$ cat src/rtl/uart_rx_sequencer.sv
// UART receive sequencer: start-bit detect/validate, bit-centre shift strobes, stop-bit check.
// Define RX_MAJORITY_START_EN for 2-of-3 majority start-bit validation (adds one clock of latency).
module uart_rx_sequencer #(
    parameter int CLKS_PER_BIT = 10
) (
    input  logic clk,
    input  logic n_rst,
    input  logic serial_in,
    input  logic stop_bit,
    output logic shift_strobe,
    output logic load_buffer,
    output logic framing_error,
    output logic busy
);

    localparam int CW     = (CLKS_PER_BIT > 1) ? $clog2(CLKS_PER_BIT) : 1;
    localparam int HALF_I = CLKS_PER_BIT / 2 - 1;

    localparam logic [CW-1:0] HALF     = CW'(HALF_I);
    localparam logic [CW-1:0] LAST     = CW'(CLKS_PER_BIT - 1);
    localparam logic [CW-1:0] PRE_LAST = CW'(CLKS_PER_BIT - 2);
`ifdef RX_MAJORITY_START_EN
    localparam logic [CW-1:0] HALF_M1  = CW'(HALF_I - 1);
    localparam logic [CW-1:0] HALF_P1  = CW'(HALF_I + 1);
`endif

    typedef enum logic [2:0] {
        S_IDLE,
        S_START,
        S_RECV,
        S_CHECK,
        S_LOAD
    } state_t;

    state_t          r_state;
    logic [CW-1:0]   r_clk_cnt;
    logic [3:0]      r_bit_cnt;
    logic            r_prev_in;
    logic            r_strobe;
    logic            r_load;
    logic            r_ferr;
    logic            r_busy;
    logic            w_edge;
    logic            w_start_low;

`ifdef RX_MAJORITY_START_EN
    logic [1:0]      r_maj;

    // Two earlier samples plus the live line form the 2-of-3 vote.
    assign w_start_low = (~r_maj[0] & ~r_maj[1]) |
                         (~r_maj[0] & ~serial_in) |
                         (~r_maj[1] & ~serial_in);
`else
    assign w_start_low = ~serial_in;
`endif

    assign w_edge        = r_prev_in & ~serial_in;
    assign shift_strobe  = r_strobe;
    assign load_buffer   = r_load;
    assign framing_error = r_ferr;
    assign busy          = r_busy;

    always_ff @(posedge clk or negedge n_rst) begin
        if (!n_rst) begin
            r_state   <= S_IDLE;
            r_clk_cnt <= '0;
            r_bit_cnt <= '0;
            r_prev_in <= 1'b1;
            r_strobe  <= 1'b0;
            r_load    <= 1'b0;
            r_ferr    <= 1'b0;
            r_busy    <= 1'b0;
`ifdef RX_MAJORITY_START_EN
            r_maj     <= '1;
`endif
        end else begin
            r_prev_in <= serial_in;
            r_strobe  <= 1'b0;
            r_load    <= 1'b0;
            case (r_state)
                S_IDLE: begin
                    if (w_edge) begin
                        r_state   <= S_START;
                        r_clk_cnt <= '0;
                        r_busy    <= 1'b1;
                    end
                end
                S_START: begin
                    r_clk_cnt <= r_clk_cnt + CW'(1);
`ifdef RX_MAJORITY_START_EN
                    if (r_clk_cnt == HALF_M1) r_maj[0] <= serial_in;
                    if (r_clk_cnt == HALF)    r_maj[1] <= serial_in;
                    if (r_clk_cnt == HALF_P1) begin
`else
                    if (r_clk_cnt == HALF) begin
`endif
                        if (w_start_low) begin
                            r_state   <= S_RECV;
                            r_clk_cnt <= '0;
                            r_bit_cnt <= '0;
                            r_ferr    <= 1'b0;
                        end else begin
                            r_state <= S_IDLE;
                            r_busy  <= 1'b0;
                        end
                    end
                end
                S_RECV: begin
                    // Strobe is registered one count early so it coincides with clk_cnt == LAST.
                    if (r_clk_cnt == LAST) begin
                        r_clk_cnt <= '0;
                        r_bit_cnt <= r_bit_cnt + 4'd1;
                        if (r_bit_cnt == 4'd8) r_state <= S_CHECK;
                    end else begin
                        r_clk_cnt <= r_clk_cnt + CW'(1);
                        if (r_clk_cnt == PRE_LAST) r_strobe <= 1'b1;
                    end
                end
                S_CHECK: begin
                    if (stop_bit) begin
                        r_state <= S_LOAD;
                        r_load  <= 1'b1;
                    end else begin
                        r_state <= S_IDLE;
                        r_ferr  <= 1'b1;
                        r_busy  <= 1'b0;
                    end
                end
                S_LOAD: begin
                    r_state <= S_IDLE;
                    r_busy  <= 1'b0;
                end
                default: begin
                    r_state <= S_IDLE;
                    r_busy  <= 1'b0;
                end
            endcase
        end
    end

endmodule

$ cat config.mk
export PLATFORM = sky130hd
export DESIGN_NAME = uart_rx_sequencer
export DESIGN_NICKNAME = d
export VERILOG_FILES = /design/src/rtl/uart_rx_sequencer.sv
export SDC_FILE = /design/constraint.sdc
export NUM_CORES = 1
export LEC_CHECK = 0
export ABC_AREA = 1
export CAP_MARGIN = 15
export CORE_MARGIN = 2
export CORE_UTILIZATION = 35
export DETAILED_ROUTE_END_ITERATION = 8
export SLEW_MARGIN = 40
export SYNTH_ARGS = -nofsm -noshare
export SYNTH_HDL_FRONTEND = slang
export SYNTH_SLANG_ARGS = --single-unit
$ cat constraint.sdc
create_clock -name clk -period 1.9 [get_ports clk]
set_input_delay 0.57 -clock clk [delete_from_list [all_inputs] [get_ports clk]]
set_output_delay 0.57 -clock clk [all_outputs]
set_load 0.005 [all_outputs]
==> results of run 1 <==
-- worst reg2reg max path, cell delays in order (launching register included) --
cell	delay [ns]
dfrtp_1	0.43
inv_1	0.11
ha_1	0.21
nand3_1	0.17
o21ai_0	0.19
nand2_1	0.12
nor2_1	0.11
nor2_1	0.05
-- flip-flops by register name, indices dropped and copies added, names as in the netlist --
| name | count |
|---|---|
| load_buffer | 1 |
| busy | 1 |
| r_bit_cnt | 4 |
| r_clk_cnt | 4 |
| shift_strobe | 1 |
| framing_error | 1 |
| r_prev_in | 1 |
| r_state | 3 |
-- final cells by class --
type / instances / area (um^2)
tap: 30 / 37.5
fill: 254 / 1410
inverter: 16 / 62.6
timing repair buffer: 9 / 85.1
multi-input combinational: 86 / 468
clock buffer: 4 / 36.3
sequential: 16 / 402
-- layout by cell type (no fill, tap or decap), drive strengths merged, types with 2 or more instances in the layout --
cell type	n
o21ai	4
nor3	2
buf	2
clkdlybuf4s50	7
nand3	12
nand2	39
xor2	2
inv	16
clkbuf	4
dfrtp	15
nor2	15
nand4	2
ha	5
-- routing by layer --
| layer | GRT usage (%) | share of wire [%] |
|---|---|---|
| met1 | 15.6 | 49 |
| met2 | 21.6 | 45 |
| met3 | 2.79 | 3.4 |
| met4 | 7.32 | 2.2 |
| met5 | 0 | 0 |
-- final timing paths --
kind,startpoint,to,slack [ns],cells after the start
worst max-delay path,framing_error,framing_error,0.15,1
worst min-delay path,busy,busy,0.48,2
worst max register to register,r_clk_cnt[0],r_clk_cnt[3],0.43,7
worst min register to register,busy,busy,0.48,2
max in group asynchronous,n_rst,r_prev_in,1.07,2
min in group asynchronous,n_rst,framing_error,0.58,2
-- power by group through the flow --
stage / combinational (mW) / sequential (mW) / clock [mW]
floorplan: 0.512 / 0.529 / 0
global placement: 0.671 / 0.542 / 0
detailed placement: 0.681 / 0.547 / 0
CTS: 0.685 / 0.540 / 0.239
global route: 0.792 / 0.562 / 0.250
finish: 0.675 / 0.541 / 0.230
-- cell families after synthesis --
family | count (synthesis) | synth area share, %
adders and majority gates | 5 | 6.71
DFF | 16 | 43.1
AOI/OAI and AO/OA | 7 | 4.43
buffers and inverters | 16 | 6.71
xor gates and xnor gates | 3 | 2.82
and+or+nand+nor | 71 | 36.2
-- per-stage QoR --
step,cell area [um^2],setup slack [ns],total power [mW],utilization [%]
final,1090,0.151,1.45,43.6
after global routing,1090,0.122,1.60,43.6
after CTS,1090,0.141,1.46,43.6
after detailed placement,1050,0.154,1.23,42.2
after global placement,1050,0.176,1.21,42.2
after floorplan,932,0.625,1.04,-
-- synth_stat cells (2+ instances only) --
cell | instances | area share, %
nand4_1 | 2 | 1.3
nor3_1 | 2 | 1.1
nand2_4 | 2 | 2.4
xor2_1 | 2 | 1.9
inv_1 | 12 | 4.8
nand2_2 | 4 | 2.7
nand2_1 | 33 | 13
dfrtp_1 | 15 | 40
nor2_1 | 13 | 5.2
ha_1 | 5 | 6.7
inv_2 | 3 | 1.2
nand3_2 | 2 | 2.1
o21ai_1 | 2 | 1.1
o21ai_0 | 2 | 1.1
nand3_1 | 10 | 5.4
==> results by group, run 1 <==
Floorplanning
  • Core Region: between 2000 and 2500 um^2
  • Die area: ~3000 um^2
  • Starting Density: 37.3%
  • Die Width: between 50 and 60 um
  • Site Rows: 18
  • Die H: 55.6 um
  • I/O pins: 8

Timing
  • Setup_tns: 0 ns
  • Slew Limit Fails: 0
  • Final setup violation count: 0
  • RSZ-0062 raised after global routing: no
  • WHS: 0.480 ns
  • Actual slew at the worst max-slew pin: 0.290 ns
  • Max Freq: 572 MHz
  • Final hold vios: 0
  • Tcrit/Tclk final: 92.1%
  • Slew Limit Headroom: 80.7%
  • Minimum clock period: 1.75 ns
  • Clock skew: 0.00754 ns

Synth
  • EDFF count, synth: 0
  • Mean Syn Cell Area: 7.90 um^2
  • Asr flop ratio synth: 100%
  • Synthesized cell area: about 930 um^2
  • Cell variety after synth: 24
  • Synth Instances: 118
  • Ys flop type: dfrtp_1
  • Register bit count reported by yosys: 16
  • Sequential share of the synthesized area: 43.1%
  • Syn Nets: 127
  • Ys Warns: 0

Routing
  • Vias: around 750
  • Avg WL per Cell: 10.7 um
  • WL final: around 1.7 mm
  • DR vias/cell: ~4.7
  • DRT iter0 DRCs: 17
  • Number of remaining DRC errors: 0
  • DRT antenna net count: 0
  • First-pass detailed-route iteration total: 4

Setup path
  • Delay-heaviest family, CP: buffers and inverters
  • Worst Path Arrival: 1.18 ns
  • Crit-path max FO: 2
  • Crit-path max cell delay: 0.51 ns
  • WP buf/inv: 1
  • Setup crit end kind: output port
  • Worst endpoint required time: 1.33 ns
  • Critical Path Source Type: flip-flop
  • Setup CP Type: flip-flop to output port
  • Worst path cell trace: clkdlybuf4s50_1
  • Slowest CP cell: clkdlybuf4s50_1

Clock tree
  • Clock sinks: 16
  • Reg clk slew, reported paths: 0.10 ns
  • Clk buf depth: 2
  • CTS tree: built
  • Post-CTS Setup Bufs: 0
  • Skew-Pair Late Insertion Delay: 0.30 ns
  • Root buffer cell: clkbuf_4
  • Resize count post-CTS: 0
  • CTS Buf Count: 3
  • H-tree levels: 1
  • Post-CTS Hold Fix Bufs: 0

Finish
  • Fin cells: 161
  • Nets: about 140
  • Ratio of cells with drive above 1 in the final layout: 16.0%
  • Area grow syn2layout: 17.0%
  • Inserted Diodes: 0

Pwr
  • Pleak: 0.575 nW
  • Sw Ratio: 43.7%
  • Sequential fraction of design power: a little under two fifths
  • Switching power: 632 uW
  • Clk pwr share: 15.9%
  • Power density over cell area: 1330 nW/um^2
  • Combinational group share of total power: a little under half
  • Cell-internal power: 814 uW
  • VDD IR max: 0.552 mV

Min path
  • Hold crit path type: flip-flop to flip-flop

Global routing
  • Number of global-route vias before repair: 760
  • Gr usage total: 13.0%
  • Total global routing overflow: 0
  • First-pass GRT wire length: 3.19 mm
  • Initial antenna violation count: 0
  • Largest net degree at the start of global routing: 17

Placement
  • Gpl congestion: 0.762
  • Placed insts: 157
  • I/O Buffers: 7
  • Post-DP HPWL: 1.34 mm

Job
  • Maximum Capacitance Violations: 0

Status
  • Status: completed
No activity file was read; power rests on OpenSTA's default activity.
==> run 2, diff against run 1 <==
--- a/config.mk
+++ b/config.mk
@@ -10,6 +10,7 @@
 export CORE_MARGIN = 2
 export CORE_UTILIZATION = 35
 export DETAILED_ROUTE_END_ITERATION = 8
+export DONT_BUFFER_PORTS = 1
 export SLEW_MARGIN = 40
 export SYNTH_ARGS = -nofsm -noshare
 export SYNTH_HDL_FRONTEND = slang
==> results by group, run 2 (synthesis results as in run 1) <==
Status
  • Status: completed

Routing
  • WL final: about 1.7 mm
  • Number of remaining DRC errors: 0
  • DRT iter0 DRCs: 9
  • First-pass detailed-route iteration total: 4
  • DRT antenna net count: 0
  • Avg WL per Cell: 11.2 um
  • DR vias/cell: 4.77
  • Vias: 730

Pwr
  • VDD IR max: 0.602 mV
  • Power density over cell area: ~1400 nW/um^2
  • Tot Pwr: 1.36 mW
  • Pleak: 0.537 nW

Min path
  • Hold crit path type: primary input to asynchronous set/reset pin

Placement
  • Area after DPL: 970 um^2
  • Gpl congestion: 0.805
  • Placed insts: about 150
  • I/O Buffers: 0
  • Post-DP HPWL: 1.30 mm

Setup path
  • Crit-path max FO: 4
  • Critical Path Source Type: flip-flop
  • Worst endpoint required time: 2.10 ns
  • Slowest CP cell: dfrtp_1
  • Top cell by count, worst path: nand2_1
  • Worst path cell trace: inv_1, ha_1, nand2_1, nor2_1, nor2_1, nor2_2, nand2_2, nand2_1, nand2_1
  • WP buf/inv: 1
  • Delay-heaviest family, CP: simple AND/OR/NAND/NOR gates
  • Crit-path max cell delay: 0.42 ns
  • Worst Path Arrival: 1.65 ns
  • Setup CP Type: flip-flop to flip-flop
  • Setup crit end kind: flip-flop

Clock tree
  • Skew-Pair Late Insertion Delay: 0.29 ns
  • CTS Buf Count: 3
  • Resize count post-CTS: 0
  • Post-CTS Hold Fix Bufs: 1
  • Clock sinks: 16
  • Post-CTS Setup Bufs: 0
  • H-tree levels: 1
  • Clk buf depth: 2
  • Root buffer cell: clkbuf_4
  • CTS tree: built
  • Reg clk slew, reported paths: about 0.1 ns

Finish
  • Commonest non-fill, non-tap cell in the layout: nand2_1
  • Fill count: 255
  • Util after Layout: 40.0%
  • Final instance area: 1000 um^2
  • Nets: between 100 and 150
  • Fin cells: 153
  • Ratio of cells with drive above 1 in the final layout: between 15 and 20%
  • Inserted Diodes: 0
  • Top Registers: r_bit_cnt: 4 flops, r_clk_cnt: 4 flops, r_state: 3 flops
  • Commonest non-fill, non-tap cells in the layout: nand2_1 (33), dfrtp_1 (15), nor2_1 (13)
  • Area grow syn2layout: 7.38%

Floorplanning
  • Die area: 3090 um^2
  • Die H: 55.6 um
  • Site Rows: 18
  • Starting Density: a little under two fifths
  • Die Width: 55.6 um
  • I/O pins: 8
  • Core Region: approximately 2500 um^2

Timing
  • Final setup violation count: 0
  • Max Freq: roughly 690 MHz
  • Actual slew at the worst max-slew pin: 0.352 ns
  • Slew Limit Headroom: 76.6%
  • Final hold vios: 0
  • Setup_tns: 0 ns
  • Tcrit/Tclk final: about three quarters
  • RSZ-0062 raised after global routing: no
  • Slew Limit Fails: 0
  • Minimum clock period: 1.45 ns
  • Clock skew: 0.00780 ns

Global routing
  • Gr usage total: 12.5%
  • Number of global-route vias before repair: 740
  • Largest net degree at the start of global routing: 16
  • Initial antenna violation count: 0
  • First-pass GRT wire length: 3.07 mm
  • Total global routing overflow: 0

Job
  • Maximum Capacitance Violations: 0
==> run 2: cell count changes in the layout (fill, tap and decap cells not counted), sizes merged <==
cell / before / now
buf: 2 / 1
clkdlybuf4s50: 7 / 0
==> run 2: power by group <==
| part | switching (mW) | total [mW] | internal [mW] |
|---|---|---|---|
| registers | 0.107 | 0.543 | 0.436 |
| clock network | 0.110 | 0.192 | 0.0817 |
| logic | 0.406 | 0.626 | 0.220 |
| total | 0.623 | 1.36 | 0.737 |
==> run 2: final timing paths <==
path | start | to | slack (ns) | cells after the start
setup / recovery | r_clk_cnt[0] | r_bit_cnt[2] | 0.45 | 9
hold / removal | n_rst | r_prev_in | 0.11 | 0
setup reg to reg | r_clk_cnt[0] | r_bit_cnt[2] | 0.45 | 9
hold reg to reg | busy | busy | 0.52 | 2
max in group asynchronous | n_rst | r_clk_cnt[0] | 1.47 | 1
min in group clk | serial_in | r_prev_in | 0.27 | 0
==> run 2: metal layers <==
layer | part of all wire, % | wire length, um | up-vias | global-route usage, %
met4 | 2.4 | 41 | 0 | 6.62
li1 | - | - | 383 | -
met1 | 48 | 825 | 330 | 15.2
met3 | 2.8 | 47 | 5 | 2.56
met2 | 47 | 795 | 12 | 20.7
met5 | 0 | 0 | - | 0
==> run 2: stage by stage <==
step                      setup slack [ns]  hold WS (ns)
after detailed placement             0.474         0.275
after global routing                 0.273        0.0972
after floorplan                      0.625         0.274
final                                0.451         0.113
after global placement               0.487         0.275
after CTS                            0.463         0.111
==> run 2: layout make-up <==
cell class,instances,area [um^2],share of cell area (%)
Inverter,16,62.6,6.25
Clock buffer,4,26.3,2.63
Multi-Input combinational cell,86,468,46.8
Sequential cell,16,402,40.1
Timing Repair Buffer,1,5.00,0.500
Tap cell,30,37.5,3.75
